**src/rtl/if_fetcher_pkg.sv**
```systemverilog
// Shared types, constants and the static branch predictor for the fetch stage.
package if_fetcher_pkg;

  localparam int         IQ_DEPTH_DEFAULT = 16;
  localparam int         IQ_IDX_W_DEFAULT = 4;
  localparam logic [6:0] OPCODE_JAL       = 7'b1101111;

  typedef enum logic {
    ST_RUN   = 1'b0,
    ST_DRAIN = 1'b1
  } fetch_state_e;

  typedef struct packed {
    logic [31:0] pc;
    logic [31:0] instr;
    logic [31:0] pred_pc;
  } iq_entry_t;

  // JAL is the only statically predicted control transfer; everything else falls through.
  function automatic logic [31:0] predict_next_pc(input logic [31:0] pc, input logic [31:0] instr);
    logic [31:0] imm;
    imm = {{11{instr[31]}}, instr[31], instr[19:12], instr[20], instr[30:21], 1'b0};
    if (instr[6:0] == OPCODE_JAL) return pc + imm;
    return pc + 32'd4;
  endfunction

endpackage

```
**src/rtl/if_fetcher_if.sv**
```systemverilog
// Fetch-stage bus: icache request/response, decoder-facing queue head and redirect.
interface if_fetcher_if;

  logic        rdy_to_icache;
  logic [31:0] pc_to_icache;
  logic        instr_valid_from_icache;
  logic [31:0] instr_from_icache;
  logic        iq_valid;
  logic [31:0] iq_instr;
  logic [31:0] iq_pc;
  logic [31:0] iq_pred_pc;
  logic        dec_pop;
  logic        jump_en;
  logic [31:0] jump_pc;

  modport master (
    output rdy_to_icache, pc_to_icache, iq_valid, iq_instr, iq_pc, iq_pred_pc,
    input  instr_valid_from_icache, instr_from_icache, dec_pop, jump_en, jump_pc
  );

  modport slave (
    input  rdy_to_icache, pc_to_icache, iq_valid, iq_instr, iq_pc, iq_pred_pc,
    output instr_valid_from_icache, instr_from_icache, dec_pop, jump_en, jump_pc
  );

endinterface

```
**src/rtl/if_fetcher_instr_queue.sv**
```systemverilog
// Circular instruction queue of {pc, instr, pred_pc}; flush empties it in one cycle.
module if_fetcher_instr_queue
  import if_fetcher_pkg::*;
#(
  parameter int DEPTH = IQ_DEPTH_DEFAULT,
  parameter int IDX_W = IQ_IDX_W_DEFAULT
) (
  input  logic      clk,
  input  logic      rst,
  input  logic      push,
  input  logic      pop,
  input  logic      flush,
  input  iq_entry_t push_data,
  output logic      full,
  output logic      empty,
  output iq_entry_t head_data
);

  iq_entry_t        mem_q [DEPTH];
  logic [IDX_W-1:0] head_q, head_d;
  logic [IDX_W-1:0] tail_q, tail_d;
  logic [IDX_W:0]   count_q, count_d;
  logic             do_push, do_pop;

  assign full      = (count_q == (IDX_W+1)'(DEPTH));
  assign empty     = (count_q == '0);
  assign head_data = mem_q[head_q];

  // Pointers are IDX_W wide, so they wrap modulo DEPTH on their own.
  always_comb begin
    do_push = push & ~full & ~flush;
    do_pop  = pop & ~empty & ~flush;
    head_d  = head_q;
    tail_d  = tail_q;
    count_d = count_q;
    if (flush) begin
      head_d  = '0;
      tail_d  = '0;
      count_d = '0;
    end else begin
      if (do_push) tail_d = tail_q + IDX_W'(1);
      if (do_pop)  head_d = head_q + IDX_W'(1);
      count_d = count_q + (IDX_W+1)'(do_push) - (IDX_W+1)'(do_pop);
    end
  end

  always_ff @(posedge clk) begin
    if (rst) begin
      head_q  <= '0;
      tail_q  <= '0;
      count_q <= '0;
    end else begin
      head_q  <= head_d;
      tail_q  <= tail_d;
      count_q <= count_d;
    end
  end

  always_ff @(posedge clk) begin
    if (do_push) mem_q[tail_q] <= push_data;
  end

endmodule

```
**src/rtl/if_fetcher.sv**
```systemverilog
// Instruction fetch stage: owns the fetch PC, predicts JALs and feeds the decoder queue.
//
// state    | meaning
// ST_RUN   | normal fetch; hits are enqueued and pc advances to the prediction
// ST_DRAIN | redirect arrived during a refill; hold pc until the refill returns, then jump
module if_fetcher
  import if_fetcher_pkg::*;
#(
  parameter int          IQ_DEPTH = IQ_DEPTH_DEFAULT,
  parameter int          IQ_IDX_W = IQ_IDX_W_DEFAULT,
  parameter logic [31:0] RESET_PC = 32'h0
) (
  input logic          clk,
  input logic          rst,
  input logic          rdy,
  if_fetcher_if.master bus
);

  fetch_state_e state_q;
  logic [31:0]  pc_q;
  logic [31:0]  pending_q;
  logic [31:0]  pred_pc;
  logic         iq_full, iq_empty;
  logic         miss, accept, iq_pop, iq_flush;
  iq_entry_t    push_entry, head_entry;

  assign pred_pc    = predict_next_pc(pc_q, bus.instr_from_icache);
  assign push_entry = '{pc: pc_q, instr: bus.instr_from_icache, pred_pc: pred_pc};

  assign bus.rdy_to_icache = (state_q == ST_DRAIN) | ~iq_full;
  assign bus.pc_to_icache  = pc_q;
  assign bus.iq_valid      = ~iq_empty;
  assign bus.iq_pc         = head_entry.pc;
  assign bus.iq_instr      = head_entry.instr;
  assign bus.iq_pred_pc    = head_entry.pred_pc;

  assign miss     = bus.rdy_to_icache & ~bus.instr_valid_from_icache;
  assign accept   = rdy & bus.rdy_to_icache & bus.instr_valid_from_icache &
                    (state_q == ST_RUN) & ~bus.jump_en & ~iq_full;
  assign iq_pop   = rdy & bus.dec_pop & ~bus.jump_en;
  assign iq_flush = rdy & bus.jump_en;

  // pc must stay put while a refill is outstanding: the icache latched its index/tag.
  always_ff @(posedge clk) begin
    if (rst) begin
      state_q   <= ST_RUN;
      pc_q      <= RESET_PC;
      pending_q <= '0;
    end else if (rdy) begin
      case (state_q)
        ST_RUN: begin
          if (bus.jump_en) begin
            if (miss) begin
              pending_q <= bus.jump_pc;
              state_q   <= ST_DRAIN;
            end else begin
              pc_q <= bus.jump_pc;
            end
          end else if (accept) begin
            pc_q <= pred_pc;
          end
        end
        ST_DRAIN: begin
          if (bus.instr_valid_from_icache) begin
            pc_q    <= bus.jump_en ? bus.jump_pc : pending_q;
            state_q <= ST_RUN;
          end else if (bus.jump_en) begin
            pending_q <= bus.jump_pc;
          end
        end
      endcase
    end
  end

  if_fetcher_instr_queue #(
    .DEPTH (IQ_DEPTH),
    .IDX_W (IQ_IDX_W)
  ) u_instr_queue (
    .clk       (clk),
    .rst       (rst),
    .push      (accept),
    .pop       (iq_pop),
    .flush     (iq_flush),
    .push_data (push_entry),
    .full      (iq_full),
    .empty     (iq_empty),
    .head_data (head_entry)
  );

endmodule
```
**src/flat_wrapper.sv**
```systemverilog
// flat-port wrapper written by rule: the top's interface ports become plain ports
module if_fetcher_flat import if_fetcher_pkg::*;
#(
  parameter int          IQ_DEPTH = IQ_DEPTH_DEFAULT,
  parameter int          IQ_IDX_W = IQ_IDX_W_DEFAULT,
  parameter logic [31:0] RESET_PC = 32'h0
)
  (clk, rst, rdy, bus_rdy_to_icache, bus_pc_to_icache, bus_iq_valid, bus_iq_instr, bus_iq_pc, bus_iq_pred_pc, bus_instr_valid_from_icache, bus_instr_from_icache, bus_dec_pop, bus_jump_en, bus_jump_pc);
  if_fetcher_if bus_i ();
  input logic clk;
  input logic rst;
  input logic rdy;
  output wire logic [$bits(bus_i.rdy_to_icache)-1:0] bus_rdy_to_icache;
  output wire logic [$bits(bus_i.pc_to_icache)-1:0] bus_pc_to_icache;
  output wire logic [$bits(bus_i.iq_valid)-1:0] bus_iq_valid;
  output wire logic [$bits(bus_i.iq_instr)-1:0] bus_iq_instr;
  output wire logic [$bits(bus_i.iq_pc)-1:0] bus_iq_pc;
  output wire logic [$bits(bus_i.iq_pred_pc)-1:0] bus_iq_pred_pc;
  input wire logic [$bits(bus_i.instr_valid_from_icache)-1:0] bus_instr_valid_from_icache;
  input wire logic [$bits(bus_i.instr_from_icache)-1:0] bus_instr_from_icache;
  input wire logic [$bits(bus_i.dec_pop)-1:0] bus_dec_pop;
  input wire logic [$bits(bus_i.jump_en)-1:0] bus_jump_en;
  input wire logic [$bits(bus_i.jump_pc)-1:0] bus_jump_pc;
  assign bus_rdy_to_icache = bus_i.rdy_to_icache;
  assign bus_pc_to_icache = bus_i.pc_to_icache;
  assign bus_iq_valid = bus_i.iq_valid;
  assign bus_iq_instr = bus_i.iq_instr;
  assign bus_iq_pc = bus_i.iq_pc;
  assign bus_iq_pred_pc = bus_i.iq_pred_pc;
  assign bus_i.instr_valid_from_icache = bus_instr_valid_from_icache;
  assign bus_i.instr_from_icache = bus_instr_from_icache;
  assign bus_i.dec_pop = bus_dec_pop;
  assign bus_i.jump_en = bus_jump_en;
  assign bus_i.jump_pc = bus_jump_pc;
  if_fetcher #(.IQ_DEPTH(IQ_DEPTH), .IQ_IDX_W(IQ_IDX_W), .RESET_PC(RESET_PC)) u_core (.clk(clk), .rst(rst), .rdy(rdy), .bus(bus_i));
endmodule
```
**config.mk**
```make
export PLATFORM = sky130hd
export DESIGN_NAME = if_fetcher_flat
export DESIGN_NICKNAME = d
export VERILOG_FILES = /design/src/rtl/if_fetcher_pkg.sv /design/src/rtl/if_fetcher_if.sv /design/src/rtl/if_fetcher_instr_queue.sv /design/src/rtl/if_fetcher.sv /design/src/flat_wrapper.sv
export SDC_FILE = /design/constraint.sdc
export NUM_CORES = 1
export LEC_CHECK = 0
export CAP_MARGIN = 30
export CORE_MARGIN = 1
export CORE_UTILIZATION = 46
export DETAILED_ROUTE_END_ITERATION = 10
export PLACE_DENSITY_LB_ADDON = 0.08
export REMOVE_ABC_BUFFERS = 1
export SYNTH_ARGS = -nofsm -noshare
export SYNTH_HDL_FRONTEND = slang
export SYNTH_SLANG_ARGS = --single-unit
```
**constraint.sdc**
```tcl
create_clock -name clk -period 4.7 [get_ports clk]
set_clock_uncertainty 0.2 [all_clocks]
set_input_delay 0.705 -clock clk [delete_from_list [all_inputs] [get_ports clk]]
set_output_delay 0.705 -clock clk [all_outputs]
set_load 0.1 [all_outputs]
```
==> summary.txt <==
Drt
  – Residual DRC: 0
  – Per-cell routed wire length: 30.5 um
  – ANT nets after route: 0
  – Vias/cell: 5.99
  – Initial DRT Pass Iterations: 6
  – Drt total wl: 163,000 um
  – Total number of vias: 32,000
  – DR iter-0 viols: 2,903

Worst hold path
  – Hold depth: 4
  – Hold Path Class: in -> reg

Synth
  – Cell taking the most area after synthesis: edfxtp_1
  – Syn avg cell area: 21.1 sq um
  – Synth top area share: 72.2%
  – Synth Register Bits: 1,602
  – Top post-synthesis cells by area: edfxtp_1, mux4_2, dfxtp_1
  – EDFF count, synth: 1,520
  – FFs w/ async S/R, synth: 0%
  – Seq/Total Area, Yosys: 74.8%
  – Yosys synthesis warning count: 0
  – Synth Flop Type: edfxtp_1
  – Cell area after synthesis: 63,200 sq um
  – Post-synth cell types: 68
  – Commonest cells in the netlist: edfxtp_1, mux4_2, nand2_1
  – Post-Synthesis Cells: 2,991
  – Most instantiated library cell after synthesis: edfxtp_1

Cells and area
  – Finished Layout Cells: 5,345
  – Nets: 3,531
  – Layout cells sized above 1: 29.8%
  – Synth-to-layout area growth: 18.1%

Clock tree
  – CTS tree: done
  – Sink Count: 1,602
  – Clk Latency, worst-skew pair: 0.81 ns
  – Post-CTS Resized: 0
  – CTS Root Cell: clkbuf_16
  – Htree depth: 4
  – Deepest clock path buffer count: 3
  – Hold_buf cts: 0
  – Post CTS Setup Buffer Count: 0
  – Inserted Clock Buffers: 166
  – Reg clk slew, reported paths: 0.06 ns

Floorplanning
  – Ports: 200
  – Initial Utilization: 46.5%
  – DIE HEIGHT: 373 um
  – Total core area: 136,000 sq um
  – Row Count: 135
  – Die area: 139,000 sq um
  – Die Span X: 373 um

Place
  – GP Congestion: 0.880
  – Placed cell count: 5,024
  – DP HPWL: 94,200 um
  – PortBufs: 199
  – Worst slack at placement: -0.174 ns

Power and ir drop
  – Pwr per Cell Area: 426 nW/um^2
  – LEAKAGE: 0.0235 uW
  – Worst VDD drop: 0.000497 V

Worst setup path
  – Crit end category: output pin
  – WP data arrival: 3.48 ns
  – Worst R2R End: u_core.u_instr_queue.mem_q[12][31]
  – Maximum fanout along the worst path: 18
  – Worst r2r src: u_core.bus.pc_to_icache[2]
  – CP required: 3.80 ns
  – Reg2reg path depth: 11
  – CP Capture Point: bus_iq_pred_pc[12]
  – Flop2flop setup slack: 0.75 ns
  – Crit path kind: reg -> out
  – CP Launch Type: flop

Timing
  – Max Slew Vio Count: 0
  – Count of final hold-check violations: 0
  – Post-route minimum period: 4.39 ns
  – Max_slew headroom: 27.7%
  – Fin crit share: 93.3%
  – Fmax achieved: 0.228 GHz
  – Setup ws final: 0.315 ns
  – RSZ-0062 raised after global routing: false
  – Final setup fails: 0
  – Slew @ Worst Pin: 1.09 ns

Global routing
  – Global route total overflow: 0
  – Number of global-route vias before repair: 33,200
  – Total GRT Usage: 23.7%
  – Initial antenna violation count: 11
  – First-pass GRT wire length: 236,000 um
  – Largest net degree at the start of global routing: 69

Run
  – MaxCap Viol Count: 0

Run status
  – Status: complete, no violations
[routing by layer]
layer / GRT usage (%) / up-vias / routed length (um)
met1: 33.4 / 17300 / 69700
li1: - / 13400 / -
met4: 6.21 / 8 / 3420
met5: 0 / - / 44
met2: 38.4 / 1018 / 80600
met3: 3.95 / 250 / 9100
[metrics by stage]
step                hold WS [ns]  TNS [ns]  power (uW)  cell area [sq um]  utilization [%]
finish                     0.215         0       31900              74700             54.9
global route               0.247         0       32800              74700             54.9
CTS                        0.153         0       32100              74600             54.9
detailed placement         0.247     -5.68       19400              69300             51.0
global placement           0.237    -0.979       19300              69100             50.8
floorplan                  0.225  -2837.58       18600              62600                -
[flip-flops by register name, indices dropped and copies added, names as in the netlist, named ones only]
name / cells
u_core.bus.pc_to_icache: 32
u_core.u_instr_queue.mem_q: 1520
u_core.u_instr_queue.head_q: 4
u_core.pending_q: 32
u_core.u_instr_queue.count_q: 5
u_core.u_instr_queue.tail_q: 4
u_core.state_q: 1
[cells in the final DEF (no fill, tap or decap), types with 5 or more instances in the layout]
| cell type | netlist | final |
|---|---|---|
| clkdlybuf4s50_1 | 0 | 101 |
| a211oi_1 | 15 | 15 |
| a31oi_1 | 11 | 11 |
| mux4_2 | 475 | 475 |
| o211ai_1 | 5 | 5 |
| inv_6 | 0 | 6 |
| dfxtp_1 | 82 | 77 |
| diode_2 | 0 | 5 |
| a21oi_1 | 91 | 91 |
| nor2_1 | 68 | 67 |
| xnor2_1 | 29 | 29 |
| buf_4 | 2 | 235 |
| and2_4 | 0 | 12 |
| nand3_1 | 30 | 29 |
| nor3_1 | 25 | 24 |
| buf_16 | 0 | 11 |
| buf_12 | 0 | 68 |
| clkbuf_1 | 124 | 50 |
| clkinv_1 | 0 | 33 |
| or3_1 | 18 | 18 |
| o21ai_0 | 53 | 53 |
| inv_1 | 21 | 21 |
| ha_1 | 42 | 42 |
| edfxtp_1 | 1520 | 1520 |
| clkinv_2 | 0 | 27 |
| nand2_1 | 150 | 150 |
| nand2b_1 | 7 | 6 |
| nand4_1 | 14 | 14 |
| and3_1 | 17 | 13 |
| xor2_1 | 32 | 32 |
| and4_1 | 6 | 6 |
| bufinv_16 | 0 | 12 |
| a21o_1 | 11 | 11 |
| mux2i_1 | 23 | 23 |
| clkbuf_16 | 0 | 168 |
| or2_2 | 5 | 5 |
[worst max-delay path: stages (launching register included)]
cell and delay (ns):
dfxtp_4 0.62, buf_12 0.28, buf_4 0.37, mux4_2 0.56, mux4_2 0.56, buf_4 0.27
[cell type report]
cell class	instances	area [sq um]
antenna	5	12.5
clock buffer	219	4410
clock inverter	91	881
fill	10200	61300
inverter	21	78.8
multi-input combinational	1209	15300
sequential	1602	47300
tap	1781	2230
timing repair buffer	417	4450
[worst min path at each step]
stage                         startpoint                          to  slack [ns]
detailed placement  u_core.pending_q[14]        u_core.pending_q[14]        0.25
finish                       bus_jump_en  u_core.bus.pc_to_icache[0]        0.21
global route                 bus_jump_en  u_core.bus.pc_to_icache[0]        0.25
floorplan           u_core.pending_q[29]        u_core.pending_q[29]        0.23
CTS                          bus_jump_en  u_core.bus.pc_to_icache[0]        0.15
global placement    u_core.pending_q[29]        u_core.pending_q[29]        0.24
[where the power goes]
part | switching (uW) | internal [uW]
Combinational | 2120 | 1050
Clock | 5460 | 7300
Sequential | 62.9 | 15900
Total | 7640 | 24200
[kinds of logic after synthesis]
| kind of cell | count (synthesis) | share of synthesized area [%] |
|---|---|---|
| muxes | 501 | 17.3 |
| xor gates and xnor gates | 61 | 0.845 |
| and+or+nand+nor | 374 | 2.80 |
| buffers and inverters | 180 | 1.09 |
| DFF | 1602 | 74.8 |
| AOI/OAI and AO/OA | 229 | 2.27 |
| adders and majority gates | 44 | 0.894 |
Power figures use the tool's default switching activity.
